**src/rtl/fp16_vec_accumulator.sv**
```systemverilog
// fp16_vec_accumulator: sequences VEC_LEN fp16 terms through an external adder into one sum.
// Optional sticky nan/inf flags are enabled with FP_ACC_FLAGS_EN.
module fp16_vec_accumulator #(
  parameter int VEC_LEN = 16,
  parameter int CNT_W   = 5
) (
  input  logic        clk,
  input  logic        rst_n,
  input  logic        in_valid,
  output logic        in_ready,
  input  logic [15:0] in_data,
  output logic [15:0] add_a,
  output logic [15:0] add_b,
  input  logic [15:0] add_sum,
  output logic        out_valid,
  input  logic        out_ready,
  output logic [15:0] out_data,
  output logic        busy
`ifdef FP_ACC_FLAGS_EN
  ,
  output logic        nan_flag,
  output logic        inf_flag
`endif
);
  typedef enum logic [1:0] {ACCEPT, ADD, OUT} state_t;
  localparam logic [CNT_W-1:0] LAST = CNT_W'(VEC_LEN - 1);
  state_t state_q, state_d;
  logic [15:0] acc_q, acc_d, opnd_q, opnd_d;
  logic [CNT_W-1:0] cnt_q, cnt_d;
  logic last;
  assign last = cnt_q == LAST;
  always_comb begin
    state_d = state_q;
    acc_d   = acc_q;
    opnd_d  = opnd_q;
    cnt_d   = cnt_q;
    case (state_q)
      ACCEPT: if (in_valid) begin
        opnd_d  = in_data;
        state_d = ADD;
      end
      ADD: begin
        acc_d   = add_sum;
        cnt_d   = last ? '0 : cnt_q + 1'b1;
        state_d = last ? OUT : ACCEPT;
      end
      OUT: if (out_ready) begin
        acc_d   = '0;
        state_d = ACCEPT;
      end
      default: state_d = ACCEPT;
    endcase
  end
  always_ff @(posedge clk) begin
    if (!rst_n) begin
      state_q <= ACCEPT;
      acc_q   <= '0;
      opnd_q  <= '0;
      cnt_q   <= '0;
    end else begin
      state_q <= state_d;
      acc_q   <= acc_d;
      opnd_q  <= opnd_d;
      cnt_q   <= cnt_d;
    end
  end
  assign in_ready  = state_q == ACCEPT;
  assign out_valid = state_q == OUT;
  assign out_data  = acc_q;
  assign add_a     = acc_q;
  assign add_b     = opnd_q;
  assign busy      = state_q != ACCEPT || cnt_q != '0;
`ifdef FP_ACC_FLAGS_EN
  logic nan_q, nan_d, inf_q, inf_d, take, sum_chk, clr;
  function automatic logic is_nan(input logic [15:0] v);
    return &v[14:10] && |v[9:0];
  endfunction
  function automatic logic is_inf(input logic [15:0] v);
    return &v[14:10] && ~|v[9:0];
  endfunction
  assign take    = state_q == ACCEPT && in_valid;
  assign sum_chk = state_q == ADD;
  assign clr     = state_q == OUT && out_ready;
  always_comb begin
    nan_d = clr ? 1'b0 : nan_q | (take && is_nan(in_data)) | (sum_chk && is_nan(add_sum));
    inf_d = clr ? 1'b0 : inf_q | (take && is_inf(in_data)) | (sum_chk && is_inf(add_sum));
  end
  always_ff @(posedge clk) begin
    if (!rst_n) begin
      nan_q <= 1'b0;
      inf_q <= 1'b0;
    end else begin
      nan_q <= nan_d;
      inf_q <= inf_d;
    end
  end
  assign nan_flag = nan_q;
  assign inf_flag = inf_q;
`endif
endmodule

```
**config.mk**
```make
export PLATFORM = sky130hd
export DESIGN_NAME = fp16_vec_accumulator
export DESIGN_NICKNAME = d
export VERILOG_FILES = /design/src/rtl/fp16_vec_accumulator.sv
export SDC_FILE = /design/constraint.sdc
export NUM_CORES = 1
export LEC_CHECK = 0
export ABC_AREA = 0
export CORE_AREA = 4 4 57 85
export DETAILED_ROUTE_END_ITERATION = 12
export DIE_AREA = 0 0 61 89
export MAX_ROUTING_LAYER = met4
export PLACE_DENSITY = 0.83
export REMOVE_ABC_BUFFERS = 1
export SLEW_MARGIN = 20
export SYNTH_ARGS = -nofsm -noshare
export SYNTH_HDL_FRONTEND = slang
export SYNTH_SLANG_ARGS = --single-unit
```
**constraint.sdc**
```tcl
create_clock -name clk -period 2.5 [get_ports clk]
set_input_delay 0.25 -clock clk [delete_from_list [all_inputs] [get_ports clk]]
set_output_delay 0.25 -clock clk [all_outputs]
set_load 0.02 [all_outputs]
```
==> results of run 1 <==
state kept, by name (all words and copies together), names as in the netlist:
signal and cells:
state_q 2, add_b 16, add_a 16, cnt_q 5
synthesized netlist by cell type (all sizes together):
cell type   n
or3         1
nand2      53
inv         2
buf        26
nand3b      2
a21boi     33
xnor2       1
nand2b      1
nor3b       1
nor2        1
o211a       1
clkbuf      4
a21oi       2
o21ai       1
o31ai       1
or3b        1
nor2b       3
dfxtp      39
o21a        1
and2        2
nor3        1
nor4b       1
ha          2
nand3      18
layer usage:
layer	up-vias	GRT usage (%)	routed length (µm)
met3	6	4.91	268
met5	-	-	0
met2	55	27.3	2100
met1	676	17.3	1530
met4	0	5.33	57
li1	765	-	-
power by group:
group          internal, µW  total, µW  switching (µW)
sequential              650        670            19.5
combinational           144        262             118
clock                   252        452             200
total                  1050       1380             337
worst max-delay path: stages (launching register included):
cell             delay (ns)
dfxtp_1                0.39
inv_1                  0.07
ha_1                   0.18
nor4b_1                0.13
nand2_1                0.07
clkdlybuf4s50_1        0.59
through the flow:
| step | util (%) | hold WS, ns | setup WS (ns) | cell area, µm² | total power, µW |
|---|---|---|---|---|---|
| finish | 61.5 | 0.452 | 0.536 | 2540 | 1380 |
| global route | 61.5 | 0.476 | 0.357 | 2540 | 1460 |
| CTS | 61.5 | 0.456 | 0.520 | 2540 | 1410 |
| detailed placement | 59.1 | 0.446 | 0.787 | 2440 | 950 |
| global placement | 59.1 | 0.441 | 0.814 | 2440 | 946 |
| floorplan | - | 0.368 | 1.06 | 1500 | 790 |
worst min-delay path by stage:
stage	endpoint	slack [ns]	depth (start not counted)
floorplan	state_q[1]	0.37	1
global placement	add_b[0]	0.44	2
detailed placement	add_b[2]	0.45	2
CTS	add_b[2]	0.46	2
finish	add_b[2]	0.45	2
global route	add_b[7]	0.48	2
cell type report:
cell class | instances | share of cell area [%]
Sequential cell | 39 | 30.7
Tap cell | 46 | 2.26
Inverter | 2 | 0.295
Clock buffer | 8 | 3.94
Timing Repair Buffer | 89 | 34.7
Multi-Input combinational cell | 127 | 28.1
cells by family after synthesis:
logic type                 after synthesis  synth area share (%)
adders and majority gates                2                  1.46
xor gates and xnor gates                 1                 0.510
buffers and inverters                   32                  12.9
DFF                                     39                  45.5
and+or+nand+nor                         85                  22.9
AOI/OAI and AO/OA                       39                  16.8
==> metrics.txt, run 1 <==
status=completed; Worst Setup EP=busy; Setup-failing EPs final=0; synthesized area=0.00172 mm²; synth top area cells=dfxtp_1 45%, nand2_1 12%, a21boi_0 10%, buf_4 8.7%, nand3_1 5.2%; setup TNS=0 ns; initial antenna violation count=0; Vias/cell=4.83; layout cells sized above 1=4.15%; R2R Path Start=state_q[1]; worst endpoint data arrival time=1.71 ns; Crit. End Element=primary output; Synth top area share=45.5%; diode count=0; Hold Fails Final Rpt=0; Worst Max-Slew Pin Slew=0.643 ns; IO Pins=87; Die Span X=61 µm; fillers=364; P_leak=0.000930 µW; Final Net Count=302; Die ar.=0.00543 mm²; Post-CTS Setup Bufs=0; Slew HR=57.0%; post-CTS sizing=0; Setup CP Type=register to primary output; CTS tree=built; crit share post-route=78.6%; fin cells=311; number of global-route vias before repair=1539; area of the core=0.00414 mm²; commonest non-fill, non-tap cell in the layout=clkdlybuf4s50_1; Cells after Synth=198; dpl cells=303; CP Launch Type=register; Area Overhead vs Synth=48.2%; GR Overflow Total=0; largest net degree at the start of global routing=21; IO Port Bufs=86; HP Start=add_b[2]; Clock Tree Root=clkbuf_8; max-cap check violation count=0; Core Rows=29; Synth Register Bits=39; first-pass GRT wire length=6.50 mm; r2r setup slk=1.04 ns; gp weighted congestion=0.703; initial core utilization=41.5%; dpl hpwl=2.96 mm; highest-count cells in the layout ignoring fill and taps=86 x clkdlybuf4s50_1, 53 x nand2_1, 39 x dfxtp_1, 23 x a21boi_0, 18 x nand3_1; Clock Path Buffers=2; DR iter-0 viols=26; drt pass-1 iters=4; FF/Latch Area=781 µm²; fin crit period=1.96 ns; Worst-Skew Late Latency=0.28 ns; Peak VDD IR=0.377 mV; worst path required time=2.25 ns; CP max FO=4; unrepaired setup endpoints after global routing=no; CTS Hold Bufs=0; post-synthesis sequential area ratio=45.5%; CP Launch Point=cnt_q[0]; syn_area_per_cell=8.67 µm²; Hold Path Class=register to register; cts bufs inserted=5; skew final=0.00296 ns; Avg WL per Cell=12.7 µm; Max Clock Freq=509 MHz; DRC viols=0; Synth area leader=dfxtp_1; Antenna Nets Post-Route=0; Multi-input gate area=714 µm²; Die Y=89 µm; vias post-DR=1502; r2r worst-path depth=3; Worst-path clk slew=0.07 ns; PD cells=544 mW/mm²; clock sinks=39; Critical R2R Capture=add_a[2]; final wirelength=3.96 mm; Synth warnings=0; H-tree depth=2; Slew Limit Fails=0; Total GRT Usage=16.0%; Cell variety after synth=27
Power figures use the tool's default switching activity.
==> inputs of run 2 (changes only) <==
- CORE_AREA: 4 4 57 85 -> 4 4 59 88
- DIE_AREA: 0 0 61 89 -> 0 0 63 92
- PLACE_DENSITY: 0.83 -> 0.78
- clock period: 2.5 -> 2 ns (I/O delays scaled with it)
==> run 2 against run 1 <==
Net effect:
- design area rose by 1.0%
- largest cell class unchanged
- register-to-register slack got worse by 0.43 ns
- highest routed layer unchanged
- clock skew rose by 0.0061 ns
- clock-buffer cell count did not move
- via count rose by 0.93%
==> metrics.txt, run 2 (synthesis gave the netlist of run 1 again) <==
status=completed; Setup CP Type=register to primary output; setup TNS=0 ns (unchanged); diode count=0 (unchanged); number of global-route vias before repair=1582 (+2.8%); Peak VDD IR=0.387 mV (+2.5%); Worst-path clk slew=0.07 ns (about the same); DRC viols=0 (unchanged); PD cells=674 mW/mm² (+24%); Clock Path Buffers=2 (unchanged); worst slack at placement=0.339 ns (-0.448 ns); CTS Hold Bufs=0 (unchanged); fin crit period=1.82 ns; H-tree depth=2 (unchanged); post-placement cell area=0.00246 mm² (+0.72%); r2r setup slk=0.61 ns (-0.43 ns); post-CTS sizing=0 (unchanged); Final Net Count=304 (+0.66%); Vias/cell=4.81 (-0.35%); CP max FO=8 (+4); Sequential Power Share=48.4% (about the same); worst path required time=1.80 ns (-0.45 ns); initial antenna violation count=0 (unchanged); drt pass-1 iters=4 (unchanged); Total GRT Usage=14.9% (-1.1 points); initial core utilization=38.4% (-3.1 points); Core Rows=30 (+3.4%); worst endpoint data arrival time=1.62 ns (-0.09 ns); Slew Limit Fails=0 (unchanged); internal power=1310 µW (+25%); cts bufs inserted=5 (unchanged); Post-CTS Setup Bufs=0 (unchanged); crit share post-route=90.8%; Avg WL per Cell=12.9 µm (+1.4%); area of the core=0.00447 mm² (+8.0%); Die ar.=0.00580 mm² (+6.8%); Crit. End Element=primary output; unrepaired setup endpoints after global routing=no; Max Clock Freq=551 MHz; Worst Max-Slew Pin Slew=0.502 ns (-0.141 ns); setup slack after layout=0.185 ns (-0.351 ns); layout cells sized above 1=5.24% (+1.1 points); commonest non-fill, non-tap cell in the layout=clkdlybuf4s50_1; finished layout cell area=0.00257 mm² (+1.0%); IO Pins=87 (unchanged); Slew HR=66.5% (+9.5 points); Clock Tree Root=clkbuf_8; part of the power in combinational logic=19.1% (about the same); Hold Fails Final Rpt=0 (unchanged); Clock power frac=32.5% (about the same); IO Port Bufs=86 (unchanged); Antenna Nets Post-Route=0 (unchanged); clock sinks=39 (unchanged); Sw Pwr=422 µW (+25%); CP Launch Type=register; skew final=0.00906 ns (+0.00611 ns); final wirelength=4.07 mm (+2.8%); Setup-failing EPs final=0 (unchanged); Hold Path Class=register to register; largest net degree at the start of global routing=39 (+86%); gp weighted congestion=0.676 (-3.8%); Sw Ratio=24.4% (about the same); Area Overhead vs Synth=49.7%; Die Y=92 µm (+3.4%); DR iter-0 viols=55 (+110%); max-cap check violation count=0 (unchanged); tightest hold margin=0.452 ns (-0.000535 ns); CTS tree=built; highest-count cells in the layout ignoring fill and taps=85 x clkdlybuf4s50_1, 53 x nand2_1, 39 x dfxtp_1, 23 x a21boi_0, 18 x nand3_1; GR Overflow Total=0 (unchanged); Core Util, Final=57.5% (-4.0 points); first-pass GRT wire length=6.80 mm (+4.6%); dpl hpwl=2.95 mm (-0.17%); P_leak=0.000955 µW (+2.6%); vias post-DR=1516 (+0.93%); Die Span X=63 µm (+3.3%); Worst-Skew Late Latency=0.28 ns (about the same)
run 2: stage by stage:
stage	cells	total power (µW)
final	315	1730
after global routing	315	1810
after CTS	315	1760
after detailed placement	307	1190
after global placement	307	1190
after floorplan	168	988
run 2: metal layers:
metal / up-vias / GRT usage (%) / part of all wire [%]
met3: 4 / 3.06 / 4.5
met4: 0 / 6.08 / 1.2
li1: 768 / - / -
met1: 687 / 16.2 / 42
met5: - / - / 0
met2: 57 / 26.0 / 53
run 2: power groups by stage:
stage | logic (µW) | registers [µW] | clock network [µW]
after floorplan | 76.2 | 911 | 0
after global placement | 331 | 854 | 0
after detailed placement | 335 | 856 | 0
after CTS | 336 | 838 | 583
after global routing | 358 | 842 | 613
final | 331 | 838 | 562
run 2: critical path, cell delays in order, from the launching register on:
cell	delay, ns
dfxtp_1	0.48
nor2b_1	0.21
clkdlybuf4s50_1	0.65
run 2: path summary, 6_finish.rpt:
kind | startpoint | endpoint | depth (start not counted)
setup / recovery | state_q[1] | out_valid | 2
hold / removal | add_b[6] | add_b[6] | 2
setup reg to reg | state_q[1] | add_b[9] | 3
hold reg to reg | add_b[6] | add_b[6] | 2
run 2: layout make-up:
class                   instances  area [µm²]
well taps                      48        60.1
inverters                       2        7.51
clock buffers                   8         100
flip-flops and latches         39         781
multi-input cells             127         721
fillers                       408        1900
repair buffers                 91         901
==> inputs of run 3 (changes only) <==
- HOLD_SLACK_MARGIN: not set -> 0.1
- PLACE_DENSITY: 0.78 -> not set
- PLACE_DENSITY_LB_ADDON: not set -> 0.12
==> run 3 against run 2 <==
Net effect:
- design area rose by 0.34%
- sequential share of layout area shrank 0.10 points
- critical path depth unchanged
- final cell count is 0.63% higher
- largest power group unchanged
- critical path type unchanged
- global-route usage up 0.91 points
==> metrics.txt, run 3 (synthesis gave the netlist of run 1 again) <==
status=completed; PD cells=676 mW/mm² (+0.40%); Final Net Count=306 (+0.66%); cts bufs inserted=5 (unchanged); Max Clock Freq=552 MHz (+0.21%); IO Port Bufs=86 (unchanged); Die Span X=63 µm (unchanged); Post-CTS Setup Bufs=0 (unchanged); Worst-Skew Late Latency=0.29 ns (about the same); post-CTS sizing=0 (unchanged); Crit. End Element=primary output; diode count=0 (unchanged); dpl hpwl=3.04 mm (+3.1%); unrepaired setup endpoints after global routing=no; CTS Hold Bufs=0 (unchanged); worst path required time=1.80 ns (about the same); drt pass-1 iters=2 (-2); vias post-DR=1545 (+1.9%); Clock Path Buffers=2 (unchanged); Total GRT Usage=15.8% (+0.91 points); met1 WL=1.80 mm (+6.3%); number of global-route vias before repair=1577 (-0.32%); Slew HR=63.7% (-2.9 points); top routing layer in use=met4; highest-count cells in the layout ignoring fill and taps=85 x clkdlybuf4s50_1, 53 x nand2_1, 39 x dfxtp_1, 23 x a21boi_0, 18 x nand3_1; CTS tree=built; initial antenna violation count=0 (unchanged); clock sinks=39 (unchanged); GR Overflow Total=0 (unchanged); Antenna Nets Post-Route=0 (unchanged); DR iter-0 viols=38 (-31%); fin crit period=1.81 ns (-0.00372 ns); Peak VDD IR=0.376 mV (-2.6%); CP Launch Type=register; Die Y=92 µm (unchanged); P_leak=0.000962 µW (+0.70%); layout cells sized above 1=5.58% (+0.33 points); worst endpoint data arrival time=1.61 ns (about the same); area of the core=0.00447 mm² (unchanged); commonest non-fill, non-tap cell in the layout=clkdlybuf4s50_1; Clock Tree Root=clkbuf_8; Hold Path Class=register to register; Core Rows=30 (unchanged); crit share post-route=90.6% (-0.19 points); initial core utilization=38.4% (unchanged); skew final=0.00592 ns (-0.00315 ns); Hold Fails Final Rpt=0 (unchanged); Avg WL per Cell=13.0 µm (+0.88%); final wirelength=4.13 mm (+1.5%); first-pass GRT wire length=7.13 mm (+5.0%); WL met3=253 µm (+39%); H-tree depth=2 (unchanged); Worst-path clk slew=0.07 ns (about the same); DRC viols=0 (unchanged); Worst Max-Slew Pin Slew=0.543 ns (+0.0411 ns); Setup-failing EPs final=0 (unchanged); Vias/cell=4.87 (+1.3%); Area Overhead vs Synth=50.2%; Setup CP Type=register to primary output; tightest hold margin=0.452 ns (+0.000441 ns); IO Pins=87 (unchanged); largest net degree at the start of global routing=19 (-51%); Slew Limit Fails=0 (unchanged); Die ar.=0.00580 mm² (unchanged); setup TNS=0 ns (unchanged); fin cells=317 (+0.63%); gp weighted congestion=0.705 (+4.2%); max-cap check violation count=0 (unchanged); dpl cells=309 (+0.65%); met2 WL post-DR=2.02 mm (-5.9%); CP max FO=8 (unchanged)
[run 3: changes by cell type in the layout (fill, tap and decap cells not counted), sizes merged]
cell	before	now
buf	5	7
[run 3: cell type report]
class,instances,area [µm²]
Tap cell,48,60.1
Fill cell,444,1890
Sequential cell,39,781
Multi-Input combinational cell,127,714
Clock buffer,8,100
Inverter,2,7.51
Timing Repair Buffer,93,916
[run 3: critical path, cell delays in order, from the launching register on]
cell	delay (ns)
dfxtp_1	0.50
nor2b_1	0.20
clkdlybuf4s50_1	0.62
[run 3: per-layer routing]
| metal | global-route usage, % | vias up |
|---|---|---|
| met5 | - | - |
| met4 | 6.08 | 0 |
| met3 | 5.15 | 6 |
| met2 | 26.2 | 65 |
| met1 | 17.4 | 702 |
| li1 | - | 772 |
[run 3: report_power, final]
group	switching, µW	total [µW]	internal [µW]	leakage [µW]
Sequential	24.5	837	813	0.000319
Combinational	149	333	184	0.000591
Clock	260	574	315	0.0000515
[run 3: path summary, 6_finish.rpt]
path	from	to	slack, ns	cells after the start
setup / recovery	state_q[1]	out_valid	0.19	2
hold / removal	add_b[6]	add_b[6]	0.45	2
setup reg to reg	state_q[1]	add_a[0]	0.56	4
hold reg to reg	add_b[6]	add_b[6]	0.45	2
[run 3: stage by stage]
| step | total power, µW | cell area [µm²] | setup WS [ns] | util (%) |
|---|---|---|---|---|
| after CTS | 1780 | 2580 | 0.0626 | 57.7 |
| final | 1740 | 2580 | 0.188 | 57.7 |
| after global routing | 1840 | 2580 | 0.104 | 57.7 |
| after floorplan | 988 | 1500 | 0.564 | - |
| after global placement | 1190 | 2480 | 0.381 | 55.4 |
| after detailed placement | 1190 | 2480 | 0.356 | 55.4 |
